**src/rtl/lc3_pkg.sv**
```systemverilog
// Shared LC-3 fetch definitions: word width, opcode constants, fetch FSM
// states and the {pc, instr} record carried through the prefetch queue.
package lc3_pkg;
    localparam int WORD_W = 16;

    localparam logic [3:0] OP_ADD  = 4'b0001;
    localparam logic [3:0] OP_AND  = 4'b0101;
    localparam logic [3:0] OP_NOT  = 4'b1001;
    localparam logic [3:0] OP_HALT = 4'b1111;

    typedef enum logic [0:0] {
        FETCH  = 1'b0,
        HALTED = 1'b1
    } fetch_state_e;

    typedef struct packed {
        logic [WORD_W-1:0] pc;
        logic [WORD_W-1:0] instr;
    } fetch_entry_t;
endpackage

```
**src/rtl/lc3_sync_fifo.sv**
```systemverilog
// Synchronous FIFO with flush and a registered head, so the head is stable
// from the cycle after a push and holds its last value once drained.
module lc3_sync_fifo #(
    parameter int WIDTH = 32,
    parameter int DEPTH = 4
) (
    input  logic                   i_clk,
    input  logic                   i_rst_n,
    input  logic                   i_push,
    input  logic [WIDTH-1:0]       i_wdata,
    input  logic                   i_pop,
    input  logic                   i_flush,
    output logic [$clog2(DEPTH):0] o_count,
    output logic [WIDTH-1:0]       o_head
);
    localparam int AW = $clog2(DEPTH);
    localparam int CW = AW + 1;

    logic [WIDTH-1:0] mem_q [DEPTH];
    logic [AW-1:0]    rd_ptr_q, rd_ptr_d, wr_ptr_q, wr_ptr_d;
    logic [CW-1:0]    count_q, count_d;
    logic [WIDTH-1:0] head_q, head_d;

    always_comb begin
        rd_ptr_d = rd_ptr_q;
        wr_ptr_d = wr_ptr_q;
        count_d  = count_q;
        head_d   = head_q;
        if (i_flush) begin
            rd_ptr_d = '0;
            wr_ptr_d = '0;
            count_d  = '0;
        end else begin
            if (i_push) wr_ptr_d = wr_ptr_q + AW'(1);
            if (i_pop)  rd_ptr_d = rd_ptr_q + AW'(1);
            count_d = count_q + CW'(i_push) - CW'(i_pop);
            // Incoming word becomes the head when it lands in the slot the read pointer moves to.
            if (count_d != '0)
                head_d = (i_push && wr_ptr_q == rd_ptr_d) ? i_wdata : mem_q[rd_ptr_d];
        end
    end

    always_ff @(posedge i_clk or negedge i_rst_n) begin
        if (!i_rst_n) begin
            rd_ptr_q <= '0;
            wr_ptr_q <= '0;
            count_q  <= '0;
            head_q   <= '0;
        end else begin
            rd_ptr_q <= rd_ptr_d;
            wr_ptr_q <= wr_ptr_d;
            count_q  <= count_d;
            head_q   <= head_d;
        end
    end

    always_ff @(posedge i_clk) begin
        if (i_push && !i_flush) mem_q[wr_ptr_q] <= i_wdata;
    end

    assign o_count = count_q;
    assign o_head  = head_q;
endmodule

```
**src/rtl/lc3_fetch_unit.sv**
```systemverilog
// LC-3 instruction fetch: credit-limited in-order reads into a prefetch queue,
// stop after HALT, flush and restart on redirect with stale-response discard.
module lc3_fetch_unit
    import lc3_pkg::*;
#(
    parameter logic [15:0] RESET_PC    = 16'h3000,
    parameter int          FIFO_DEPTH  = 4,
    parameter logic [3:0]  HALT_OPCODE = 4'hF
) (
    input  logic        i_clk,
    input  logic        i_rst_n,
    output logic        o_mem_req,
    output logic [15:0] o_mem_addr,
    input  logic        i_mem_ready,
    input  logic        i_mem_rvalid,
    input  logic [15:0] i_mem_rdata,
    output logic        o_instr_valid,
    output logic [15:0] o_instr,
    output logic [15:0] o_instr_pc,
    input  logic        i_instr_ready,
    input  logic        i_redirect,
    input  logic [15:0] i_redirect_pc,
    output logic        o_halted
);
    localparam int            CW      = $clog2(FIFO_DEPTH) + 1;
    localparam logic [CW:0]   CREDITS = (CW+1)'(FIFO_DEPTH);

    fetch_state_e      state_q, state_d;
    logic [15:0]       fetch_pc_q, fetch_pc_d, resp_pc_q, resp_pc_d;
    logic [CW-1:0]     outstanding_q, outstanding_d, discard_q, discard_d;
    logic [CW-1:0]     fifo_count;
    logic [CW:0]       in_use;
    logic              issue, push, pop, is_halt;
    fetch_entry_t      head, wentry;

    // Queue entries plus reads in flight never exceed the queue size, so responses always fit.
    assign in_use    = {1'b0, fifo_count} + {1'b0, outstanding_q};
    assign o_mem_req = i_rst_n && (state_q == FETCH) && !i_redirect && (in_use < CREDITS);
    assign issue     = o_mem_req && i_mem_ready;
    assign push      = i_mem_rvalid && (discard_q == '0) && !i_redirect && (state_q == FETCH);
    assign pop       = o_instr_valid && i_instr_ready;
    assign is_halt   = i_mem_rdata[WORD_W-1 -: 4] == HALT_OPCODE;
    assign wentry    = '{pc: resp_pc_q, instr: i_mem_rdata};

    always_comb begin
        state_d       = state_q;
        fetch_pc_d    = fetch_pc_q;
        resp_pc_d     = resp_pc_q;
        discard_d     = discard_q;
        outstanding_d = outstanding_q + CW'(issue) - CW'(i_mem_rvalid);
        if (issue) fetch_pc_d = fetch_pc_q + 16'd1;
        if (push)  resp_pc_d  = resp_pc_q + 16'd1;
        if (i_mem_rvalid && discard_q != '0) discard_d = discard_q - CW'(1);
        if (push && is_halt) state_d = HALTED;
        // Everything still in flight after this cycle belongs to the abandoned stream.
        if (i_redirect) begin
            fetch_pc_d = i_redirect_pc;
            resp_pc_d  = i_redirect_pc;
            discard_d  = outstanding_d;
            state_d    = FETCH;
        end
    end

    always_ff @(posedge i_clk or negedge i_rst_n) begin
        if (!i_rst_n) begin
            state_q       <= FETCH;
            fetch_pc_q    <= RESET_PC;
            resp_pc_q     <= RESET_PC;
            outstanding_q <= '0;
            discard_q     <= '0;
        end else begin
            state_q       <= state_d;
            fetch_pc_q    <= fetch_pc_d;
            resp_pc_q     <= resp_pc_d;
            outstanding_q <= outstanding_d;
            discard_q     <= discard_d;
        end
    end

    lc3_sync_fifo #(
        .WIDTH (2 * WORD_W),
        .DEPTH (FIFO_DEPTH)
    ) u_fifo (
        .i_clk   (i_clk),
        .i_rst_n (i_rst_n),
        .i_push  (push),
        .i_wdata (wentry),
        .i_pop   (pop),
        .i_flush (i_redirect),
        .o_count (fifo_count),
        .o_head  (head)
    );

    assign o_mem_addr    = fetch_pc_q;
    assign o_instr_valid = fifo_count != '0;
    assign o_instr       = head.instr;
    assign o_instr_pc    = head.pc;
    assign o_halted      = state_q == HALTED;
endmodule

```
**config.mk**
```make
export PLATFORM = sky130hd
export DESIGN_NAME = lc3_fetch_unit
export DESIGN_NICKNAME = d
export VERILOG_FILES = /design/src/rtl/lc3_pkg.sv /design/src/rtl/lc3_sync_fifo.sv /design/src/rtl/lc3_fetch_unit.sv
export SDC_FILE = /design/constraint.sdc
export NUM_CORES = 1
export LEC_CHECK = 0
export CAP_MARGIN = 25
export CORE_MARGIN = 4
export CORE_UTILIZATION = 35
export DETAILED_ROUTE_END_ITERATION = 8
export SLEW_MARGIN = 20
export SYNTH_ARGS = -nofsm -noshare
export SYNTH_HDL_FRONTEND = slang
export SYNTH_SLANG_ARGS = --single-unit
```
**constraint.sdc**
```tcl
create_clock -name i_clk -period 8.8 [get_ports i_clk]
set_input_delay 1.32 -clock i_clk [delete_from_list [all_inputs] [get_ports i_clk]]
set_output_delay 1.32 -clock i_clk [all_outputs]
set_load 0.01 [all_outputs]
```
==> summary.txt, run 1 <==
Flop2flop setup slack = 4.90 ns
Worst EP required = 9.24 ns
Setup violators final = 0
Yosys cell types = 49
Sequential area share after synthesis = 0.5823
Die height = 176.7 um
Buffers from clock root to sink, at most = 3
DPL Wire Length = 14,080 um
RePlAce Congestion = 0.7542
Max Slew Vio Count = 0
Syn Std Cell Area = 0.009961 mm2
Leak = 4.212 nW
Hold Path Cell Cnt = 2
ANT nets after route = 0
Share of layout cells above drive strength 1 = 0.1124
Max Cap Violations = 0
Clock slew at reported path FFs = 0.06 ns
Area grow syn2layout = 19.71%
VDD IR-drop max = 0.0001502 V
Routed WL = 23,690 um
DRC = 0
Worst flop-to-flop path startpoint = u_fifo.o_count[1]
Router iterations before antenna repair = 5
Worst hold path endpoint = u_fifo.o_head[3]
Clock tree sinks = 206
Final min period = 4.551 ns
Initial core utilization = 0.3566
Synth Warn # = 0
Final hold vios = 0
FP Rows = 61
Cts repair resizes = 0
Post-synth ARST share = 0.3786
Synth Flop Type = edfxtp_1
Vias in the first global route = 6,876
Syn Inst Count = 841
Die area = 0.03122 mm2
Startpoint Class = input pin
Worst-skew pair later-pin latency = 0.51 ns
DR vias = 6,908
Antenna fix cells = 0
Die X = 176.7 um
Num ports = 89
GRT Util Overall = 0.1497
Count of buffers from port buffering = 88
H-tree lvl count = 1
Initial DRC count = 483
Fin crit share = 0.5171
Antenna violations before repair = 0
Post-CTS setup buffer count = 0
Total Neg Setup Slack = 0 ns
GRT overflow = 0
Slew HR = 0.3427
TritonCTS clock tree = done
WL/cell = 18.18 um
Clock Skews = 0.01785 ns
Critical path class = input pin to flip-flop
Hold Path Class = flip-flop to flip-flop
Pwr/cell area = 307.0 mW/mm2
Root Buffer = clkbuf_16
First-pass GRT wire length = 37,560 um
Final net count = 962
Unrepaired setup endpoints after global routing = no
CTS Hold Bufs = 0
Syn avg cell area = 11.84 um2
Worst-path maximum fanout = 66
CP Data Arrival Time = 4.99 ns
Syn nets = 895
Post-synthesis register bit count = 206
Maximum clock frequency = 219.8 MHz
Core ar. = 0.02793 mm2
Status = finished, final reports clean
Inserted Clock Buffers = 23
Worst r2r path cells = 14
Via/cell ratio = 5.302
Crit. End Element = flip-flop
Overall power = 3.661 mW
Number of synthesized flops with an enable pin = 128
Worst hold path startpoint = u_fifo.o_head[3]
Largest net degree at the start of global routing = 97
Worst flop-to-flop path endpoint = u_fifo.o_head[20]
Tightest Pin Transition = 0.9837 ns
layout by cell type, fill, tap and decap left out, types with 6 or more instances in the layout:
cell type	Yosys	layout
nand4_1	7	7
and2_1	6	6
mux2_2	8	8
xor2_1	18	18
nor3_1	7	7
xnor2_1	14	14
a2bb2oi_1	31	31
clkdlybuf4s50_1	0	87
a22oi_2	30	30
o21ai_0	48	48
buf_4	5	14
a21oi_1	44	44
and3_1	6	6
mux2i_1	36	36
edfxtp_1	128	128
dfrtp_1	74	72
clkbuf_16	0	23
o21ai_1	31	31
inv_1	14	14
nand3_1	48	48
ha_1	14	14
nand3b_1	32	32
nor2_1	55	53
a211oi_1	31	31
nand2_1	59	58
worst max-delay path by stage:
| stage | from | end |
|---|---|---|
| floorplan | i_instr_ready | u_fifo.o_head[22] |
| global placement | i_instr_ready | u_fifo.o_head[21] |
| detailed placement | i_instr_ready | u_fifo.o_head[20] |
| CTS | i_instr_ready | u_fifo.o_head[20] |
| global route | i_instr_ready | u_fifo.o_head[20] |
| finish | i_instr_ready | u_fifo.o_head[20] |
synth_stat cells (3+ instances only):
| cell type | n | area [um2] |
|---|---|---|
| a31oi_1 | 3 | 18.77 |
| mux2i_1 | 36 | 360.4 |
| nor2_1 | 55 | 206.5 |
| a211oi_1 | 31 | 232.7 |
| buf_2 | 18 | 90.09 |
| nand3b_1 | 32 | 240.2 |
| nand3_1 | 48 | 240.2 |
| inv_1 | 14 | 52.55 |
| a22oi_2 | 30 | 375.4 |
| dfrtp_1 | 74 | 1852 |
| dfstp_2 | 4 | 105.1 |
| a21oi_1 | 44 | 220.2 |
| clkbuf_2 | 3 | 15.01 |
| nand4_1 | 7 | 43.79 |
| clkbuf_1 | 31 | 116.4 |
| o211ai_1 | 3 | 22.52 |
| buf_12 | 3 | 60.06 |
| and2_1 | 6 | 37.54 |
| ha_1 | 14 | 175.2 |
| o21ai_0 | 48 | 240.2 |
| xnor2_1 | 14 | 122.6 |
| edfxtp_1 | 128 | 3844 |
| o21ai_1 | 31 | 155.2 |
| xor2_1 | 18 | 157.7 |
| a2bb2oi_1 | 31 | 271.5 |
| nand2_1 | 59 | 221.5 |
| nor3_1 | 7 | 35.03 |
| and4_1 | 5 | 43.79 |
| and3_1 | 6 | 37.54 |
| mux2_2 | 8 | 90.09 |
| o311ai_0 | 3 | 26.28 |
| buf_4 | 5 | 37.54 |
kinds of logic after synthesis:
| family | count (synthesis) | share of synthesized area |
|---|---|---|
| buffers and inverters | 78 | 0.03957 |
| and+or+nand+nor | 231 | 0.1154 |
| adders and majority gates | 16 | 0.02161 |
| AOI/OAI and AO/OA | 233 | 0.1654 |
| xor gates and xnor gates | 33 | 0.03040 |
| muxes | 44 | 0.04522 |
| DFF | 206 | 0.5823 |
metrics by stage:
step / cell area (um2) / util / setup slack, ns / hold WS [ns] / instances
2_1_floorplan: 9961 / - / 4.950 / 0.5004 / 841
3_3_place_gp: 11110 / 0.3977 / 3.645 / 0.5169 / 1259
3_5_place_dp: 11110 / 0.3977 / 3.504 / 0.5204 / 1259
4_1_cts: 11870 / 0.4249 / 4.025 / 0.5340 / 1301
5_1_grt: 11920 / 0.4269 / 3.961 / 0.5528 / 1303
6_report: 11920 / 0.4269 / 4.249 / 0.5269 / 1303
worst max-delay path: stages:
cell	delay, ns
clkdlybuf4s50_1	0.47
o31ai_4	0.08
buf_4	0.61
inv_2	0.09
ha_1	0.30
inv_1	0.04
ha_1	0.18
inv_1	0.06
fa_1	0.41
nor2b_1	0.15
a21oi_1	0.19
and4_2	0.63
buf_16	0.24
a22oi_1	0.08
o21ai_1	0.11
layout make-up:
| type | count | area (um2) |
|---|---|---|
| sequential | 206 | 5803 |
| tap | 378 | 473.0 |
| inverter | 17 | 63.81 |
| timing repair buffer | 103 | 1031 |
| multi-input combinational | 557 | 3794 |
| clock buffer | 27 | 600.6 |
| clock inverter | 15 | 158.9 |
| fill | 2632 | 16010 |
flip-flops by register name, summed over array words and instances (netlist names):
register         count
resp_pc_q           16
u_fifo.mem_q       128
o_halted             1
u_fifo.rd_ptr_q      2
u_fifo.wr_ptr_q      2
discard_q            3
outstanding_q        3
o_mem_addr          16
u_fifo.o_count       3
u_fifo.o_head       32
metal layers:
metal,vias up,part of all wire,global-route usage
li1,3280,-,-
met1,3404,0.46,0.2125
met2,186,0.46,0.2430
met3,38,0.054,0.02499
met4,0,0.018,0.03288
met5,-,0,0
power breakdown:
group / internal, mW / switching (mW)
registers: 1.18 / 0.160
clock network: 0.577 / 0.383
logic: 0.629 / 0.729
total: 2.39 / 1.27
(Power assumes the default switching activity.)
==> inputs of run 2 (changes only) <==
==> constraint.sdc (replaced) <==
create_clock -name i_clk -period 4.7 [get_ports i_clk]
set_input_delay 0.705 -clock i_clk [delete_from_list [all_inputs] [get_ports i_clk]]
set_output_delay 0.705 -clock i_clk [all_outputs]
set_load 0.01 [all_outputs]
==> summary.txt, run 2 (synthesized netlist as in run 1, its figures left out) <==
Num ports = 89
Reg with most FFs = u_fifo.mem_q
Total Neg Setup Slack = 0 ns
Buffers from clock root to sink, at most = 3
Clock Skews = 0.007743 ns
H-tree lvl count = 1
Crit. End Element = flip-flop
Clock tree sinks = 206
Initial DRC count = 277
Critical path launch point = u_fifo.o_count[2]
Commonest non-fill, non-tap cell in the layout = edfxtp_1
GRT Util Overall = 0.1568
Worst-path maximum fanout = 14
Status = finished, final reports clean
RePlAce Congestion = 0.7695
FILL cells = 2,631
Maximum clock frequency = 302.2 MHz
Count of buffers from port buffering = 88
ANT nets after route = 0
Largest net degree at the start of global routing = 69
VDD IR-drop max = 0.0002482 V
Unrepaired setup endpoints after global routing = no
Max reg flops = 128
Root Buffer = clkbuf_16
Setup crit end = discard_q[2]
Inserted Clock Buffers = 23
Fin crit share = 0.7041
Setup violators final = 0
Antenna violations before repair = 0
Multi-input logic area = 0.003789 mm2
Tightest Pin Transition = 1.024 ns
WL/cell = 18.74 um
Post-CTS setup buffer count = 0
DR vias = 7,038
GRT overflow = 0
Area grow syn2layout = 20.01%
Worst flop-to-flop path startpoint = u_fifo.o_count[2]
Antenna fix cells = 0
Die X = 176.7 um
Setup WS pre-CTS = 0.9302 ns
DPL Wire Length = 15,000 um
First-pass GRT wire length = 39,270 um
Via/cell ratio = 5.373
Clock slew at reported path FFs = 0.06 ns
Max Slew Vio Count = 0
Worst flop-to-flop path endpoint = discard_q[2]
Core ar. = 0.02793 mm2
Router iterations before antenna repair = 6
Sequential cell area = 0.005803 mm2
Final WS setup = 1.391 ns
Pwr/cell area = 573.5 mW/mm2
Die height = 176.7 um
Max Cap Violations = 0
Placed instance area = 0.01119 mm2
Final net count = 969
Hold_ws = 0.1197 ns
Cts repair resizes = 0
Commonest non-fill, non-tap cells in the layout = 128 x edfxtp_1, 87 x clkdlybuf4s50_1, 72 x dfrtp_1
TritonCTS clock tree = done
FP Rows = 61
Leak = 4.237 nW
CTS Hold Bufs = 0
Share of layout cells above drive strength 1 = 0.1191
Hold Path Class = input pin to async pin
Worst r2r path cells = 11
CP Data Arrival Time = 3.74 ns
Final hold vios = 0
Cell area after layout = 0.01195 mm2
Final min period = 3.309 ns
Flop2flop setup slack = 1.39 ns
DP Cell Count = 1,267
Initial core utilization = 0.3566
Worst-skew pair later-pin latency = 0.51 ns
Die area = 0.03122 mm2
Slew HR = 0.3159
Worst EP required = 5.13 ns
Final Non-Filler Cells = 1,310
Critical path class = flip-flop to flip-flop
DRC = 0
Vias in the first global route = 7,238
Routed WL = 24,540 um
Startpoint Class = flip-flop
run 2: how the worst min path moves through the flow:
stage                     slack, ns           endpoint
after floorplan                0.41       discard_q[0]
final                          0.12  u_fifo.o_head[28]
after detailed placement       0.51  u_fifo.o_head[22]
after global routing           0.13   u_fifo.o_head[1]
after CTS                      0.13   u_fifo.o_head[0]
after global placement         0.50  u_fifo.o_head[22]
run 2: final cells by class:
| cell class | count | area share |
|---|---|---|
| clock inverter | 9 | 0.008478 |
| clock buffer | 33 | 0.05380 |
| timing repair buffer | 110 | 0.09043 |
| multi-input combinational | 557 | 0.3169 |
| sequential | 206 | 0.4855 |
| inverter | 17 | 0.005338 |
| tap | 378 | 0.03956 |
run 2: routing by layer:
| metal | GRT usage | routed length [um] | share of wire | vias to the layer above |
|---|---|---|---|---|
| li1 | - | - | - | 3291 |
| met1 | 0.2083 | 11000 | 0.45 | 3512 |
| met2 | 0.2652 | 11710 | 0.48 | 188 |
| met3 | 0.02756 | 1256 | 0.051 | 47 |
| met4 | 0.04417 | 575 | 0.023 | 0 |
| met5 | 0 | 0 | 0 | - |
run 2: power by group:
group / total (mW) / internal [mW] / switching (mW) / leakage, nW
sequential: 2.50 / 2.21 / 0.284 / 2.09
clock: 1.75 / 1.06 / 0.693 / 0.366
combinational: 2.60 / 1.19 / 1.41 / 1.78
total: 6.86 / 4.46 / 2.39 / 4.24
run 2: critical path, stage by stage, from the launching register on:
cell and delay (ns):
dfrtp_1 0.50, ha_1 0.29, nor4b_1 0.28, and4_1 0.61
inv_2 0.23, ha_1 0.33, inv_1 0.04, ha_1 0.19
fa_1 0.40, xnor2_1 0.21, nand2_1 0.08, o21ai_0 0.07
run 2: per-stage QoR:
stage                 util  power (mW)
CTS                 0.4272       6.927
global placement    0.4006       5.091
detailed placement  0.4006       5.150
global route        0.4279       7.310
finish              0.4279       6.855
floorplan                -       4.231
==> inputs of run 3 (changes only) <==
==> constraint.sdc (replaced) <==
create_clock -name i_clk -period 3.35 [get_ports i_clk]
set_input_delay 0.5025 -clock i_clk [delete_from_list [all_inputs] [get_ports i_clk]]
set_output_delay 0.5025 -clock i_clk [all_outputs]
set_load 0.01 [all_outputs]
==> summary.txt, run 3 (synthesized netlist as in run 1, its figures left out) <==
Status = finished, final reports clean
Antenna violations before repair = 0
Post-CTS setup buffer count = 0
Antenna fix cells = 0
Router iterations before antenna repair = 6
Largest net degree at the start of global routing = 81
GRT overflow = 0
Final min period = 2.962 ns
Util after Layout = 0.4317
Leak = 4.307 nW
TritonCTS clock tree = done
Buffers from clock root to sink, at most = 3
Met3 Track Usage GR = 0.02863
Share of layout cells above drive strength 1 = 0.1294
CTS Hold Bufs = 0
Multi-input logic area = 0.003784 mm2
Die X = 176.7 um
Worst EP required = 3.77 ns
Reg with most FFs = u_fifo.mem_q
Crit. End Element = flip-flop
Max Slew Vio Count = 0
Fin crit share = 0.8841
FILL cells = 2,612
Clock slew at reported path FFs = 0.06 ns
Clock Skews = 0.007460 ns
DPL Wire Length = 14,950 um
Critical path launch point = u_fifo.o_count[0]
Total Neg Setup Slack = 0 ns
Setup crit end = u_fifo.o_head[14]
Unrepaired setup endpoints after global routing = no
Met1 Track Usage GR = 0.2065
Maximum clock frequency = 337.6 MHz
CP Data Arrival Time = 3.38 ns
Worst-path maximum fanout = 16
Area grow syn2layout = 21.07%
Inserted Clock Buffers = 23
GRT Util Overall = 0.1509
Root Buffer = clkbuf_16
Startpoint Class = flip-flop
Tightest Pin Transition = 0.7815 ns
Overall power = 9.703 mW
Initial DRC count = 486
Final hold vios = 0
Hold Path Class = input pin to async pin
Slew HR = 0.4790
Via/cell ratio = 5.232
Die height = 176.7 um
First-pass GRT wire length = 37,880 um
Commonest non-fill, non-tap cell in the layout = edfxtp_1
Worst flop-to-flop path endpoint = u_fifo.o_head[14]
Clock tree sinks = 206
WL/cell = 17.94 um
Vias in the first global route = 6,898
Die area = 0.03122 mm2
Max reg flops = 128
RePlAce Congestion = 0.7778
Max Cap Violations = 0
Count of buffers from port buffering = 88
Initial core utilization = 0.3566
Flop2flop setup slack = 0.39 ns
Worst flop-to-flop path startpoint = u_fifo.o_count[0]
Top Usage Layer GRT = met2
Routed WL = 23,700 um
H-tree lvl count = 1
Cts repair resizes = 0
Commonest non-fill, non-tap cells in the layout = 128 x edfxtp_1, 87 x clkdlybuf4s50_1, 72 x dfrtp_1
Worst r2r path cells = 13
GR Util met2 = 0.2494
Pwr/cell area = 804.6 mW/mm2
Critical path class = flip-flop to flip-flop
FP Rows = 61
Core ar. = 0.02793 mm2
Sequential cell area = 0.005803 mm2
Setup violators final = 0
DR vias = 6,911
Worst-skew pair later-pin latency = 0.50 ns
Final net count = 981
Num ports = 89
VDD IR-drop max = 0.0004466 V
ANT nets after route = 0
DRC = 0
[run 3: routing by layer]
layer	vias to the layer above	routed length (um)
li1	3316	-
met1	3399	11040
met2	163	11030
met3	33	1258
met4	0	373
met5	-	0
[run 3: worst min-delay path by stage]
stage	start	to	slack (ns)	cells after the start
floorplan	i_rst_n	discard_q[0]	0.21	0
global placement	u_fifo.o_head[10]	u_fifo.o_head[10]	0.51	2
detailed placement	u_fifo.o_head[10]	u_fifo.o_head[10]	0.52	2
CTS	i_rst_n	o_mem_addr[10]	0.12	2
global route	i_rst_n	resp_pc_q[9]	0.14	2
finish	i_rst_n	o_mem_addr[10]	0.12	2
[run 3: cell type report]
type                       count  share of cell area
clock buffer                  33             0.05333
multi-input combinational    557              0.3138
timing repair buffer         122             0.09712
sequential                   206              0.4812
inverter                      17            0.005292
tap                          378             0.03922
clock inverter                 8             0.01006
[run 3: worst max-delay path, cell delays in order, from the launching register on]
cell and delay [ns]:
dfrtp_1 0.45, o31ai_4 0.29, inv_2 0.06, ha_1 0.27
inv_1 0.04, ha_1 0.18, inv_1 0.07, fa_1 0.42
nor2b_1 0.16, a21oi_1 0.19, and4_2 0.30, buf_4 0.29
a22oi_2 0.08, o21ai_1 0.10
[run 3: stage by stage]
step	area [um2]	setup WS, ns	instances	hold WS (ns)
6_report	12060	0.3883	1321	0.1169
5_1_grt	12060	0.1503	1321	0.1409
4_1_cts	12060	0.3499	1321	0.1231
3_5_place_dp	11290	0.03102	1280	0.5194
3_3_place_gp	11290	0.06649	1280	0.5112
2_1_floorplan	9961	0.2058	841	0.2069
[run 3: power breakdown]
group	total, mW	switching (mW)	internal, mW
logic	3.66	1.95	1.71
registers	3.48	0.380	3.10
clock network	2.56	0.989	1.57
